File: src/rtl/l1_line_fill_bridge.sv
// Line-fill bridge: takes one cache-line read request and issues it as single-word
// pipelined memory reads, forwarding the returned words as registered rsp beats.
module l1_line_fill_bridge #(
   parameter int LINE_W          = 8,
   parameter int MAX_OUTSTANDING = 4
) (
   input  logic        clk,
   input  logic        rst,
   input  logic        req_request,
   input  logic [31:0] req_addr,
   input  logic [4:0]  req_size,
   input  logic        req_rnw,
   output logic        req_ack,
   output logic [31:0] rsp_data,
   output logic        rsp_data_valid,
   output logic        mem_rd_request,
   output logic [31:0] mem_rd_addr,
   input  logic        mem_rd_ack,
   input  logic [31:0] mem_rd_data,
   input  logic        mem_rd_data_valid,
   output logic        busy
);

   localparam int OFF = 2 + $clog2(LINE_W);
   localparam int OW  = $clog2(MAX_OUTSTANDING) + 1;

   typedef enum logic [1:0] {
      ST_IDLE  = 2'd0,
      ST_ISSUE = 2'd1,
      ST_DRAIN = 2'd2
   } state_t;

   state_t         state_reg, state_next;
   logic [31:0]    base_reg;
   logic [5:0]     total_reg;
   logic [5:0]     issue_cnt_reg;
   logic [5:0]     ret_cnt_reg;
   logic [OW-1:0]  outstanding_reg, outstanding_next;
   logic [31:0]    rsp_data_reg;
   logic           rsp_data_valid_reg;

   logic           can_issue;
   logic           ack_accept;
   logic           data_accept;
   logic           last_issue;
   logic           last_ret;
   logic           unused_addr_bits;

   assign unused_addr_bits = ^req_addr[OFF-1:0];

   assign can_issue   = (state_reg == ST_ISSUE) && (outstanding_reg < OW'(MAX_OUTSTANDING));
   assign ack_accept  = mem_rd_ack && can_issue;
   // Data arriving while idle belongs to an aborted fill and is dropped.
   assign data_accept = mem_rd_data_valid && (state_reg != ST_IDLE);
   assign last_issue  = (issue_cnt_reg == total_reg - 6'd1);
   assign last_ret    = (ret_cnt_reg == total_reg - 6'd1);

   assign mem_rd_request = can_issue;
   assign mem_rd_addr    = base_reg + {24'd0, issue_cnt_reg, 2'b00};
   assign rsp_data       = rsp_data_reg;
   assign rsp_data_valid = rsp_data_valid_reg;
   assign busy           = (state_reg != ST_IDLE);

   always_comb begin
      state_next = state_reg;
      req_ack    = 1'b0;
      case (state_reg)
         ST_IDLE: begin
            // Hold off the next request while the previous fill's final beat is on rsp.
            req_ack = req_request && req_rnw && !rsp_data_valid_reg;
            if (req_ack)
               state_next = ST_ISSUE;
         end
         ST_ISSUE: begin
            if (ack_accept && last_issue)
               state_next = (data_accept && last_ret) ? ST_IDLE : ST_DRAIN;
         end
         ST_DRAIN: begin
            if (data_accept && last_ret)
               state_next = ST_IDLE;
         end
         default: state_next = ST_IDLE;
      endcase
   end

   always_comb begin
      outstanding_next = outstanding_reg;
      case ({ack_accept, data_accept})
         2'b10:   outstanding_next = outstanding_reg + OW'(1);
         2'b01:   outstanding_next = outstanding_reg - OW'(1);
         default: outstanding_next = outstanding_reg;
      endcase
   end

   always_ff @(posedge clk) begin
      if (rst) begin
         state_reg          <= ST_IDLE;
         base_reg           <= '0;
         total_reg          <= '0;
         issue_cnt_reg      <= '0;
         ret_cnt_reg        <= '0;
         outstanding_reg    <= '0;
         rsp_data_reg       <= '0;
         rsp_data_valid_reg <= 1'b0;
      end else begin
         state_reg          <= state_next;
         outstanding_reg    <= outstanding_next;
         rsp_data_valid_reg <= data_accept;
         if (data_accept)
            rsp_data_reg <= mem_rd_data;
         if (req_ack) begin
            base_reg      <= {req_addr[31:OFF], {OFF{1'b0}}};
            total_reg     <= {1'b0, req_size} + 6'd1;
            issue_cnt_reg <= '0;
            ret_cnt_reg   <= '0;
         end else begin
            if (ack_accept)
               issue_cnt_reg <= issue_cnt_reg + 6'd1;
            if (data_accept)
               ret_cnt_reg <= ret_cnt_reg + 6'd1;
         end
      end
   end

`ifndef SYNTHESIS
   a_write_ignored: assert property (@(posedge clk) disable iff (rst)
      (state_reg == ST_IDLE && req_request) |-> req_rnw)
      else $warning("l1_line_fill_bridge: write request is never accepted");

   a_ack_without_req: assert property (@(posedge clk) disable iff (rst)
      mem_rd_ack |-> mem_rd_request)
      else $error("l1_line_fill_bridge: mem_rd_ack without mem_rd_request");

   a_data_before_ack: assert property (@(posedge clk) disable iff (rst)
      data_accept |-> (outstanding_reg != '0 || ack_accept))
      else $error("l1_line_fill_bridge: read data with nothing outstanding");
`endif

endmodule

File: config.mk
export PLATFORM = sky130hd
export DESIGN_NAME = l1_line_fill_bridge
export DESIGN_NICKNAME = d
export VERILOG_FILES = /design/src/rtl/l1_line_fill_bridge.sv
export SDC_FILE = /design/constraint.sdc
export NUM_CORES = 1
export LEC_CHECK = 0
export CORE_MARGIN = 2
export CORE_UTILIZATION = 42
export CTS_BUF_LIST = sky130_fd_sc_hd__clkbuf_8 sky130_fd_sc_hd__clkbuf_16
export CTS_CLUSTER_DIAMETER = 150
export DETAILED_ROUTE_END_ITERATION = 16
export GPL_ROUTABILITY_DRIVEN = 0
export PLACE_DENSITY = 0.76
export SLEW_MARGIN = 20
export SYNTH_ARGS = -nofsm -noshare
export SYNTH_HDL_FRONTEND = slang
export SYNTH_SLANG_ARGS = --single-unit
File: constraint.sdc
create_clock -name clk -period 4.8 [get_ports clk]
set_input_delay 1.44 -clock clk [delete_from_list [all_inputs] [get_ports clk]]
set_output_delay 1.44 -clock clk [all_outputs]
set_load 0.05 [all_outputs]
==> flow_metrics.tcl <==
set metrics [dict create \
    status "finished, final reports clean" \
    ioPinCount 143 \
    tns_ns 0 \
    cp_slowest_cell "clkdlybuf4s50_1" \
    critical_path_class "reg2out" \
    sw_frac_of_total_pct 29.10 \
    wl_per_cell_um 13.38 \
    end_kind "output pin" \
    drive_above_1_share_pct 5.116 \
    cts_resized 0 \
    cell_internal_pwr_uw 1153 \
    vias_per_cell 4.959 \
    synth_top_area_share_pct 43.38 \
    seqCellArea_mm2 0.001662 \
    placed_cells 698 \
    core-area_mm2 0.008763 \
    rows 34 \
    max_freq_ghz 0.2230 \
    min_delay_path_depth 2 \
    path_clk_slew_ns 0.08 \
    power_density_mw_per_mm2 297.6 \
    clockPowerShare_pct 34.3 \
    relSlewSlack_pct 63.45 \
    synth.avg_cell_area_um2 8.046 \
    min_period_over_period_pct 93.43 \
    antenna_left 0 \
    power.leakage_uw 0.002068 \
    cts_tree "done" \
    synthFlopType "dfxtp_1" \
    hold_viol_final 0 \
    first_iter_violations 111 \
    ys_ff_latch 83 \
    crit_chain "ha_1 -> fa_1 -> a21oi_1 -> or3_1 -> nor4_1 -> xor2_1 -> clkdlybuf4s50_1" \
    reg2reg_from "state_reg[0]" \
    layout.nets 686 \
    synth_area_mm2 0.003830 \
    crit_fanout 5 \
    numClockSinks 83 \
    fin_cells 714 \
    area_growth_syn_to_layout_pct 42.67 \
    slew_violations 0 \
    synthTopCellsByArea "dfxtp_1, nand2_1, a21oi_1, xor2_1, xnor2_1" \
    crit_required_ns 3.36 \
    yosys.area.top_type "dfxtp_1" \
    yosysSeqAreaShare_pct 43.38 \
    critPathTopFamily "buffers and inverters" \
    ys_types 38 \
    die_h_um 99.49 \
    min_period_ns 4.484 \
    holdWs_ns 0.4565 \
    port_buffers 135 \
    skew_ns 0.01224 \
    cts_root_buf "clkbuf_8" \
    synth-async-reset-ratio_pct 0 \
    utilization_pct 62.35 \
    num_vias 3541 \
    fp.dieW_um 99.49 \
    overflow 0 \
    worstMarginPinSlew_ns 0.5482 \
    ys_warn_count 0 \
    finalSetupViolations 0 \
    fill_cells 775 \
    grt_max_degree 53 \
    hold_path_class "reg2reg" \
    cap_violations 0 \
    power.switching_uw 473.2 \
    setup.worst_path.start "issue_cnt_reg[3]" \
    hold_start "rsp_data[31]" \
    cts.htree.levels 3 \
    totalPowerFinal_uw 1626 \
    r2r_setup_slack_ns 2.60 \
    dieArea_mm2 0.009898 \
    max_stage_delay_ns 0.83 \
    vdd_drop_max_mv 0.1942 \
    syn_inst 476 \
    worstSkewPairLatency_ns 0.34 \
    grt_pass1_vias 3591 \
    drtPass1Iterations 5 \
    hpwl_um 7120 \
    worst-path-buf-inv 1 \
    routed_wl_um 9556 \
    power_frac_seq_pct 45.6 \
    antenna_cells 0 \
    start_kind "flip-flop" \
    reg2reg_depth 11 \
    multiInputGateArea_mm2 0.002004 \
    cts_setup_buffers 0 \
    critical_path_depth 7 \
    grt_pass1_wl_um 16020 \
    initial_core_util_pct 43.70 \
    track_usage_pct 19.90 \
    tritoncts.num_buffers 9 \
    largest_reg_flops 32 \
    synth_edf_count 0 \
    cts_buffer_depth 2 \
    p_comb_share_pct 20.1 \
    worst_ep_arrival_time_ns 3.04 \
    rsz0062_at_grt "no" \
    hold_buffers 0 \
    grt_antenna_before_repair 0 \
    drc 0 \
]
per-stage QoR:
step	worst slack [ns]	instance area, µm²
6_report	0.3156	5464
5_1_grt	0.09632	5464
4_1_cts	0.2670	5464
3_5_place_dp	0.6591	5240
3_3_place_gp	0.7142	5240
2_1_floorplan	0.9074	3834
cell type report:
cell class	count	area share, %
multi-input combinational	355	36.68
sequential	83	30.41
timing repair buffer	140	25.51
tap	108	2.473
clock buffer	9	2.267
clock inverter	7	1.832
inverter	12	0.8244
cell families (layout without fill, tap and decap cells):
family	count (synthesis)	in the layout	synth area share, %
other	1	2	0.09791
AOI/OAI and AO/OA	75	75	10.32
and+or+nand+nor	211	211	25.12
DFF	83	83	43.38
adders and majority gates	10	10	3.659
xor gates and xnor gates	57	57	13.03
buffers and inverters	39	168	4.378
metal layers:
layer  up-vias  part of all wire [%]  track usage [%]
met2       109                    48            33.32
met4         0                   1.4            7.060
met1      1615                    41            23.19
met3        12                   9.7            7.800
met5         -                     0                0
li1       1805                     -                -
worst register-to-register path, delay by kind of cell, from the launching register on:
| family | cells | cell delay (ns) |
|---|---|---|
| compound gates | 1 | 0.13 |
| flops | 1 | 0.38 |
| xor+xnor | 1 | 0.16 |
| fa+ha+maj | 2 | 0.55 |
| buf+inv | 4 | 0.50 |
| simple gates | 3 | 0.43 |
cell usage after synthesis (3+ instances only):
master,count
inv_1,11
nor2_1,28
dfxtp_1,83
clkbuf_1,15
nor4_1,3
and3_1,7
ha_1,8
xor2_1,30
nand2_1,135
a21oi_1,67
xnor2_1,27
nand2b_1,3
buf_1,5
buf_4,5
or3_1,3
a211oi_1,4
nand3_1,10
nand4_1,6
layout by cell type (no fill, tap or decap), drive strengths merged:
cell,n
clkbuf,9
inv,14
dfxtp,83
or3,3
bufinv,2
and4bb,1
o21ai,1
and2,1
ha,8
and4,2
a21oi,67
nand4b,1
nor4,4
xnor2,27
clkinvlp,2
a211oi,4
a221oi,1
fa,2
nand4,7
o2bb2ai,1
nand3,10
buf,7
nand2b,3
nand2,135
nor3,3
xor2,30
clkinv,1
nor2,28
a21o,1
and3,9
nor3b,3
conb,2
clkdlybuf4s50,133
nor2b,1
worst paths after layout:
kind,to
worst min register to register,rsp_data[31]
worst max-delay path,mem_rd_addr[19]
worst max register to register,outstanding_reg[2]
worst min-delay path,rsp_data[31]
power groups by stage:
stage / logic, µW / clock network [µW] / registers [µW]
finish: 327 / 558 / 741
global route: 353 / 598 / 745
CTS: 330 / 575 / 741
detailed placement: 329 / 0 / 757
global placement: 323 / 0 / 755
floorplan: 166 / 0 / 788
No activity file was read; power rests on OpenSTA's default activity.
